`config.mk`:
```
export PLATFORM = sky130hd
export DESIGN_NAME = axis_pipe_shift_arbiter_flat
export DESIGN_NICKNAME = d
export VERILOG_FILES = /design/src/rtl/axis_pipe_shift_arbiter_if.sv /design/src/rtl/axis_pipe_shift_arbiter.sv /design/src/flat_wrapper.sv
export SDC_FILE = /design/constraint.sdc
export NUM_CORES = 1
export LEC_CHECK = 0
export CAP_MARGIN = 30
export CORE_MARGIN = 10
export CORE_UTILIZATION = 38
export DETAILED_ROUTE_END_ITERATION = 7
export PLACE_DENSITY = 0.87
export SLEW_MARGIN = 5
export SYNTH_ARGS = -nofsm -noshare
export SYNTH_HDL_FRONTEND = slang
export SYNTH_SLANG_ARGS = --single-unit
```
`constraint.sdc`:
```
create_clock -name aclk -period 2.9 [get_ports aclk]
set_input_delay 0.29 -clock aclk [delete_from_list [all_inputs] [get_ports aclk]]
set_output_delay 0.29 -clock aclk [all_outputs]
set_load 0.01 [all_outputs]
```
`src/rtl/axis_pipe_shift_arbiter_if.sv`:
```
// Bundle between NUM AXI-stream requesters, the packet arbiter and the shared shift pipe.
// The master view is the arbiter; the slave view is the requesters plus the pipe.
interface axis_pipe_shift_arbiter_if #(
  parameter int NUM   = 4,
  parameter int DSIZE = 32
);
  localparam int IDW = $clog2(NUM);

  logic [NUM*DSIZE-1:0] s_tdata;
  logic [NUM-1:0]       s_tvalid;
  logic [NUM-1:0]       s_tlast;
  logic [NUM-1:0]       s_tready;
  logic [DSIZE-1:0]     m_tdata;
  logic                 m_tvalid;
  logic                 m_tlast;
  logic [IDW-1:0]       m_tid;
  logic                 m_tready;

  modport master (
    input  s_tdata, s_tvalid, s_tlast, m_tready,
    output s_tready, m_tdata, m_tvalid, m_tlast, m_tid
  );

  modport slave (
    output s_tdata, s_tvalid, s_tlast, m_tready,
    input  s_tready, m_tdata, m_tvalid, m_tlast, m_tid
  );
endinterface

```
`src/rtl/axis_pipe_shift_arbiter.sv`:
```
// Packet-locked round-robin arbiter feeding one shared shift pipe through a registered
// output stage that keeps 1 beat/cycle while the pipe is ready.
//
// state | meaning
// IDLE  | no packet owned; pick next valid requester after last_grant
// LOCK  | grant owns the pipe until its tlast beat has left or is leaving
module axis_pipe_shift_arbiter #(
  parameter int NUM   = 4,
  parameter int DSIZE = 32
) (
  input  logic                         aclk,
  input  logic                         aresetn,
  axis_pipe_shift_arbiter_if.master    bus,
  output logic                         busy
);
  localparam int IDW = $clog2(NUM);

  typedef enum logic {
    IDLE = 1'b0,
    LOCK = 1'b1
  } state_e;

  state_e           state_q;
  logic [IDW-1:0]   grant_q;
  logic [IDW-1:0]   last_grant_q;
  logic             done_q;
  logic [DSIZE-1:0] m_tdata_q;
  logic             m_tvalid_q;
  logic             m_tlast_q;
  logic [IDW-1:0]   m_tid_q;

  logic             out_free;
  logic             gnt_ready;
  logic             gnt_valid;
  logic             gnt_last;
  logic [DSIZE-1:0] gnt_data;
  logic             accept;
  logic             leave;
  logic             sel_found;
  logic [IDW-1:0]   sel_idx;
  logic [IDW-1:0]   cand;
  logic [NUM-1:0]   s_tready_d;

  assign out_free  = !m_tvalid_q || bus.m_tready;
  assign gnt_ready = (state_q == LOCK) && !done_q && out_free;
  assign accept    = gnt_ready && gnt_valid;
  // Release the lock once the tlast beat is leaving the register, or as it is loaded
  // while the pipe is flowing, so back-to-back packets see a single idle input cycle.
  assign leave     = (accept && gnt_last && bus.m_tready) || (done_q && out_free);

  always_comb begin
    gnt_valid  = 1'b0;
    gnt_last   = 1'b0;
    gnt_data   = '0;
    s_tready_d = '0;
    for (int i = 0; i < NUM; i++) begin
      if (grant_q == IDW'(i)) begin
        gnt_valid     = bus.s_tvalid[i];
        gnt_last      = bus.s_tlast[i];
        gnt_data      = bus.s_tdata[i*DSIZE +: DSIZE];
        s_tready_d[i] = gnt_ready;
      end
    end
  end

  always_comb begin
    sel_found = 1'b0;
    sel_idx   = '0;
    cand      = '0;
    for (int k = 1; k <= NUM; k++) begin
      cand = IDW'((int'(last_grant_q) + k) % NUM);
      if (!sel_found && bus.s_tvalid[cand]) begin
        sel_found = 1'b1;
        sel_idx   = cand;
      end
    end
  end

  always_ff @(posedge aclk) begin
    if (!aresetn) begin
      state_q      <= IDLE;
      grant_q      <= '0;
      last_grant_q <= IDW'(NUM - 1);
      done_q       <= 1'b0;
      m_tdata_q    <= '0;
      m_tvalid_q   <= 1'b0;
      m_tlast_q    <= 1'b0;
      m_tid_q      <= '0;
    end else begin
      if (accept) begin
        m_tdata_q  <= gnt_data;
        m_tlast_q  <= gnt_last;
        m_tid_q    <= grant_q;
        m_tvalid_q <= 1'b1;
      end else if (bus.m_tready) begin
        m_tvalid_q <= 1'b0;
      end

      case (state_q)
        IDLE: begin
          if (sel_found) begin
            grant_q <= sel_idx;
            done_q  <= 1'b0;
            state_q <= LOCK;
          end
        end
        LOCK: begin
          if (accept && gnt_last) begin
            done_q       <= 1'b1;
            last_grant_q <= grant_q;
          end
          if (leave) begin
            state_q <= IDLE;
          end
        end
      endcase
    end
  end

  assign bus.s_tready = s_tready_d;
  assign bus.m_tdata  = m_tdata_q;
  assign bus.m_tvalid = m_tvalid_q;
  assign bus.m_tlast  = m_tlast_q;
  assign bus.m_tid    = m_tid_q;
  assign busy         = (state_q == LOCK);
endmodule

```
`src/flat_wrapper.sv`:
```
// flat-port wrapper written by rule: the top's interface ports become plain ports
module axis_pipe_shift_arbiter_flat 
#(
  parameter int NUM   = 4,
  parameter int DSIZE = 32
)
  (aclk, aresetn, busy, bus_s_tdata, bus_s_tvalid, bus_s_tlast, bus_m_tready, bus_s_tready, bus_m_tdata, bus_m_tvalid, bus_m_tlast, bus_m_tid);
  axis_pipe_shift_arbiter_if #(.NUM(NUM), .DSIZE(DSIZE)) bus_i ();
  input  logic aclk;
  input  logic aresetn;
  output logic busy;
  input wire logic [$bits(bus_i.s_tdata)-1:0] bus_s_tdata;
  input wire logic [$bits(bus_i.s_tvalid)-1:0] bus_s_tvalid;
  input wire logic [$bits(bus_i.s_tlast)-1:0] bus_s_tlast;
  input wire logic [$bits(bus_i.m_tready)-1:0] bus_m_tready;
  output wire logic [$bits(bus_i.s_tready)-1:0] bus_s_tready;
  output wire logic [$bits(bus_i.m_tdata)-1:0] bus_m_tdata;
  output wire logic [$bits(bus_i.m_tvalid)-1:0] bus_m_tvalid;
  output wire logic [$bits(bus_i.m_tlast)-1:0] bus_m_tlast;
  output wire logic [$bits(bus_i.m_tid)-1:0] bus_m_tid;
  assign bus_i.s_tdata = bus_s_tdata;
  assign bus_i.s_tvalid = bus_s_tvalid;
  assign bus_i.s_tlast = bus_s_tlast;
  assign bus_i.m_tready = bus_m_tready;
  assign bus_s_tready = bus_i.s_tready;
  assign bus_m_tdata = bus_i.m_tdata;
  assign bus_m_tvalid = bus_i.m_tvalid;
  assign bus_m_tlast = bus_i.m_tlast;
  assign bus_m_tid = bus_i.m_tid;
  axis_pipe_shift_arbiter #(.NUM(NUM), .DSIZE(DSIZE)) u_core (.aclk(aclk), .aresetn(aresetn), .bus(bus_i), .busy(busy));
endmodule
```
* After elaboration in Yosys (flattened, before gate mapping)
Index checks and enable logic that the tools add are counted.
** Word-level totals
- Flip-flop bits (word level) :: 42
- Bits in latches :: 0
- Bits in writable memories :: 0
- ROM bits :: 0
- Word-level logic and storage cells :: 83
- Memories kept :: 0
** Cells by class
- Add/subtract/negate cells :: 4
- Multiply operators :: 0
- Div/mod/pow operators :: 0
- Magnitude comparators :: 4
- Equality and inequality tests :: 5
- Shifts and indexed selects :: 0
- Muxes and demuxes :: 40
- Bitwise logic cells :: 1
- Reductions and logical operators :: 21
** Operators by type and width (number)
- two-way mux 32 bit :: 4
- two-way mux 1 bit :: 26
- < comparator 2 x 3 -> 1 bit, second input constant :: 4
- logical AND 1 bit :: 9
- binary-select mux 1 bit (select 2 bit) :: 4
- two-way mux 2 bit :: 4
- AND reduction 2 bit :: 3
- logical NOT 1 bit :: 5
- adder 2 x 1 -> 2 bit, second input constant :: 2
- adder 2 bit, second input constant :: 2
- == test 2 bit, second input constant :: 2
- case mux 1 bit (2 select lines) :: 2
- == test 2 x 1 -> 1 bit, second input constant :: 1
- logical NOT 2 bit :: 1
- logical OR 1 bit :: 2
- != test 2 x 1 -> 1 bit, second input constant :: 1
- != test 2 bit, second input constant :: 1
- nonzero test 2 bit :: 1
- NOT 1 bit :: 1

* Logic depth before layout (Yosys ltp)
- Depth after elaboration :: 15
- Mapped depth :: 7
- Depth with buffers taken out :: 4

* Least setup slack after synthesis
Ideal clock, no wire load.
- Kind :: register to register
- From :: register u_core.grant_q[0]
- To :: register u_core.m_tdata_q[13] (netlist: u_core.bus.m_tdata[13])
- Setup time :: 0.128 ns
- Data arrival time :: 1.546 ns
- Setup slack :: 1.226 ns
- Stages on the path, launching flop included :: 6
- Clock period less this slack :: 1.674 ns
- Cell sequence :: dfxtp_1 buf_4 buf_2 mux4_2 nand3_1 o21ai_1
** On the way
- Cells in the longest elaborated chain, start to end :: 6
- Elaborated cells on any way between the ends :: 13
- Classes of those cells :: 3 x eq/ne; 8 x mux; 2 x reduce/logical
** RTL lines
- start: declaration :: RTL line axis_pipe_shift_arbiter.sv:24 : logic [IDW-1:0] grant_q;
- start signal: assignment :: RTL line axis_pipe_shift_arbiter.sv:102 : grant_q <= sel_idx;
- logical NOT 2 bit :: RTL line axis_pipe_shift_arbiter.sv:57 : if (grant_q == IDW'(i)) begin
- two-way mux 1 bit (4 in series) :: RTL line axis_pipe_shift_arbiter.sv:57
- logical AND 1 bit :: RTL line axis_pipe_shift_arbiter.sv:46 : assign accept = gnt_ready && gnt_valid;
- end signal: assignment :: RTL line axis_pipe_shift_arbiter.sv:91 : m_tdata_q <= gnt_data;
- end: declaration :: RTL line axis_pipe_shift_arbiter.sv:27 : logic [DSIZE-1:0] m_tdata_q;
Parallel ways exist; a longest one is shown, timed or not.
A chain may end at the register's enable or synchronous reset.

* Final worst setup path
- From :: register u_core.grant_q[0]
- To :: output bus_s_tready[0]
** On the way
- Cells in the longest elaborated chain, start to end :: 2
** RTL lines
- logical NOT 2 bit :: RTL line axis_pipe_shift_arbiter.sv:57
- two-way mux 1 bit :: RTL line axis_pipe_shift_arbiter.sv:57
- end: declaration :: RTL line flat_wrapper.sv:16 : output wire logic [$bits(bus_i.s_tready)-1:0] bus_s_tready;
No other way between the ends.

==> impl_metrics.prom <==
# TYPE chip_impl_metric gauge
chip_impl_info{name="run_status",value="finished clean"} 1
chip_impl_info{name="cts_root_buffer",value="sky130_fd_sc_hd__clkbuf_8"} 1
chip_impl_metric{name="p_leak",unit="nW"} 1.52
chip_impl_metric{name="final_area",unit="um2"} 4430
chip_impl_metric{name="yosys_warnings",unit=""} 0
chip_impl_metric{name="final-seq-area",unit="um2"} 843
chip_impl_metric{name="worst-r2r-cell-count",unit=""} 5
chip_impl_metric{name="timing.reg2reg.setup_slack",unit="ns"} 0.83
chip_impl_metric{name="first_global_vias",unit=""} 2896
chip_impl_info{name="timing.critical_path.to",value="bus_s_tready[0]"} 1
chip_impl_metric{name="drv_cap",unit=""} 0
chip_impl_metric{name="route.detailed.vias_per_inst",unit=""} 5.38
chip_impl_metric{name="crit_arrival",unit="ns"} 2.01
chip_impl_info{name="layout_commonest_cell",value="sky130_fd_sc_hd__clkdlybuf4s50_1"} 1
chip_impl_info{name="r2r-end",value="u_core.bus.m_tdata[15]"} 1
chip_impl_metric{name="drt-total-wl",unit="um"} 9590
chip_impl_metric{name="clock_latency",unit="ns"} 0.29
chip_impl_metric{name="design_power_total",unit="mW"} 1.72
chip_impl_metric{name="vdd_drop_max",unit="V"} 0.000242
chip_impl_info{name="crit_type",value="reg -> out"} 1
chip_impl_metric{name="drt.antenna.violating_nets",unit=""} 0
chip_impl_metric{name="async_flop_share",unit="%"} 0
chip_impl_metric{name="postCtsResizedCells",unit=""} 0
chip_impl_metric{name="tns",unit="ns"} 0
chip_impl_metric{name="fp-row-count",unit=""} 29
chip_impl_metric{name="post_syn_area_per_cell",unit="um2"} 9.67
chip_impl_metric{name="num_vias",unit=""} 2716
chip_impl_metric{name="dpl-instance-area",unit="um2"} 4320
chip_impl_metric{name="postSynthRegisterBits",unit=""} 42
chip_impl_metric{name="power.density",unit="nW/um2"} 389
chip_impl_metric{name="dieHeight",unit="um"} 102
chip_impl_metric{name="post-route-util",unit="%"} 69.4
chip_impl_info{name="cp-start-kind",value="flip-flop"} 1
chip_impl_metric{name="synthCells",unit=""} 261
chip_impl_metric{name="cts_post_setup_buffers_inserted",unit=""} 0
chip_impl_metric{name="report.final.hold_viol_count",unit=""} 0
chip_impl_metric{name="tritoncts.num_buffers",unit=""} 5
chip_impl_metric{name="min_period_over_period",unit="%"} 79.2
chip_impl_metric{name="cp_max_fo",unit=""} 21
chip_impl_metric{name="cts_hold_buf",unit=""} 0
chip_impl_info{name="timing.rr.start",value="u_core.grant_q[1]"} 1
chip_impl_metric{name="multiInputGateArea",unit="um2"} 1540
chip_impl_metric{name="initial_core_util",unit="%"} 39.5
chip_impl_metric{name="h_tree_level_count",unit=""} 2
chip_impl_metric{name="clk_transition_reported_paths",unit="ns"} 0.08
chip_impl_metric{name="flow.area_growth_from_synthesis",unit="%"} 75.6
chip_impl_info{name="synth-main-ff-cell",value="sky130_fd_sc_hd__dfxtp_1"} 1
chip_impl_metric{name="slew_headroom",unit="%"} 63.7
chip_impl_metric{name="die_w",unit="um"} 102
chip_impl_info{name="critical_path.cell_chain",value="buf_4 > buf_4 > nor3_1 > clkdlybuf4s50_1"} 1
chip_impl_metric{name="io-pin-count",unit=""} 180
chip_impl_metric{name="grt_start_max_net_pins",unit=""} 49
chip_impl_metric{name="fin_worst_skew",unit="ns"} 0.00751
chip_impl_metric{name="synth_cell_type_count",unit=""} 33
chip_impl_metric{name="antenna_cells_inserted",unit=""} 0
chip_impl_metric{name="fp.coreArea",unit="um2"} 6390
chip_impl_metric{name="fmaxAchievable",unit="MHz"} 436
chip_impl_metric{name="final-setup-viol-count",unit=""} 0
chip_impl_info{name="path_common_cell",value="sky130_fd_sc_hd__buf_4"} 1
chip_impl_info{name="worstSetupStartpoint",value="u_core.grant_q[0]"} 1
chip_impl_info{name="timing.hold.worst.class",value="in -> reg"} 1
chip_impl_metric{name="overall_fraction_of_global_route_tracks_in_use",unit="%"} 17.5
chip_impl_metric{name="syn-cell-area",unit="um2"} 2520
chip_impl_metric{name="drc_viols",unit=""} 0
chip_impl_metric{name="post-dp-hpwl",unit="um"} 8130
chip_impl_metric{name="die_area",unit="um2"} 10300
chip_impl_metric{name="critical_path_required",unit="ns"} 2.61
chip_impl_metric{name="placement.io_buffers",unit=""} 179
chip_impl_metric{name="nets_final",unit=""} 566
chip_impl_metric{name="wire_length_of_the_first_global_routing_pass",unit="um"} 14400
chip_impl_metric{name="critical_path.max_stage_delay",unit="ns"} 0.50
chip_impl_metric{name="fillers",unit=""} 537
chip_impl_metric{name="drive_above_1_share",unit="%"} 12.9
chip_impl_info{name="mostFrequentLayoutCells",value="sky130_fd_sc_hd__clkdlybuf4s50_1, sky130_fd_sc_hd__nand2_1, sky130_fd_sc_hd__dfxtp_1, sky130_fd_sc_hd__mux4_2, sky130_fd_sc_hd__nand3_1"} 1
chip_impl_metric{name="cts_num_sinks",unit=""} 42
chip_impl_metric{name="timing.hold.ws",unit="ns"} 0.430
chip_impl_info{name="crit_path_top_delay_cell",value="sky130_fd_sc_hd__clkdlybuf4s50_1"} 1
chip_impl_metric{name="cts-root-to-sink-buffers",unit=""} 2
chip_impl_info{name="cts_tree",value="built"} 1
chip_impl_metric{name="slew_violations",unit=""} 0
chip_impl_metric{name="final_period_minus_worst_setup_slack",unit="ns"} 2.30
chip_impl_metric{name="gp_routability_congestion",unit=""} 0.785
chip_impl_info{name="rsz0062_at_grt",value="no"} 1
chip_impl_metric{name="synth.yosys.seq_area_share",unit="%"} 33.3
chip_impl_metric{name="synthesis.nets",unit=""} 400
chip_impl_metric{name="tightest_slew",unit="ns"} 0.544
chip_impl_metric{name="drt_first_iter_violations",unit=""} 87
chip_impl_metric{name="grt-ovfl-total",unit=""} 0
chip_impl_metric{name="number_of_antenna_violations_at_the_first_check_in_global_routing",unit=""} 0
chip_impl_metric{name="avg_wl_per_cell",unit="um"} 19.0
chip_impl_metric{name="synth_edf_count",unit=""} 0
chip_impl_info{name="endpoint_type_of_the_worst_setup_path",value="output pin"} 1
chip_impl_metric{name="detail_route.first_pass.iterations",unit=""} 4
flip-flops by register name (all words and copies together), names as in the netlist:
signal	flops
u_core.bus.m_tdata	32
u_core.bus.m_tid	2
u_core.grant_q	2
u_core.last_grant_q	2
u_core.bus.m_tlast	1
u_core.bus.m_tvalid	1
u_core.busy	1
u_core.done_q	1
power breakdown:
| part | internal [mW] | switching, mW |
|---|---|---|
| clock network | 0.240 | 0.189 |
| registers | 0.626 | 0.0343 |
| logic | 0.399 | 0.235 |
worst max-delay path, delay by kind of cell (launching register included):
family,cells,cell delay [ns]
buffers and inverters,3,1.23
DFF,1,0.35
and+or+nand+nor,1,0.11
metal layers:
layer / global-route usage, % / vias to the layer above / part of all wire, %
met5: 0 / - / 0
li1: - / 1307 / -
met1: 17.2 / 1264 / 36
met3: 9.19 / 9 / 13
met2: 31.3 / 136 / 50
met4: 5.04 / 0 / 1.4
worst min path at each step:
stage,from,to,slack [ns],depth (start not counted)
6_report,aresetn,u_core.last_grant_q[0],0.43,2
5_1_grt,aresetn,u_core.last_grant_q[0],0.46,2
4_1_cts,aresetn,u_core.last_grant_q[0],0.42,2
3_3_place_gp,u_core.bus.m_tdata[31],u_core.bus.m_tdata[31],0.44,2
3_5_place_dp,u_core.bus.m_tdata[23],u_core.bus.m_tdata[23],0.44,2
2_1_floorplan,u_core.done_q,u_core.done_q,0.46,1
area by class of cell:
cell class              instances  area share (%)
repair buffers                185            41.3
multi-input cells             190            34.8
flip-flops and latches         42            19.0
clock buffers                   8            2.48
well taps                      77            2.17
inverters                       3           0.254
through the flow:
step	std cells	setup slack, ns
floorplan	261	1.23
global placement	497	0.560
detailed placement	497	0.437
CTS	505	0.551
global route	505	0.435
finish	505	0.604
synthesized netlist by cell type, types with 2 or more instances:
cell type	n	area (um2)
sky130_fd_sc_hd__buf_1	4	15.0
sky130_fd_sc_hd__nor3b_1	3	22.5
sky130_fd_sc_hd__nand2_1	47	176
sky130_fd_sc_hd__buf_6	3	33.8
sky130_fd_sc_hd__dfxtp_1	42	841
sky130_fd_sc_hd__nand3_1	34	170
sky130_fd_sc_hd__buf_2	6	30.0
sky130_fd_sc_hd__a21oi_1	7	35.0
sky130_fd_sc_hd__inv_1	3	11.3
sky130_fd_sc_hd__o21ai_0	17	85.1
sky130_fd_sc_hd__o221a_2	2	22.5
sky130_fd_sc_hd__nor2_1	7	26.3
sky130_fd_sc_hd__nor3_1	3	15.0
sky130_fd_sc_hd__nor2b_1	2	12.5
sky130_fd_sc_hd__mux4_2	34	766
sky130_fd_sc_hd__clkbuf_1	11	41.3
sky130_fd_sc_hd__o21ai_1	20	100
cell families after synthesis:
| logic type | synth area share (%) |
|---|---|
| AND/OR/NAND/NOR | 17.8 |
| AO/OA/AOI/OAI | 12.0 |
| multiplexers | 31.2 |
| flip-flops | 33.3 |
| buffers and inverters | 5.70 |
No activity file was read; power rests on OpenSTA's default activity.
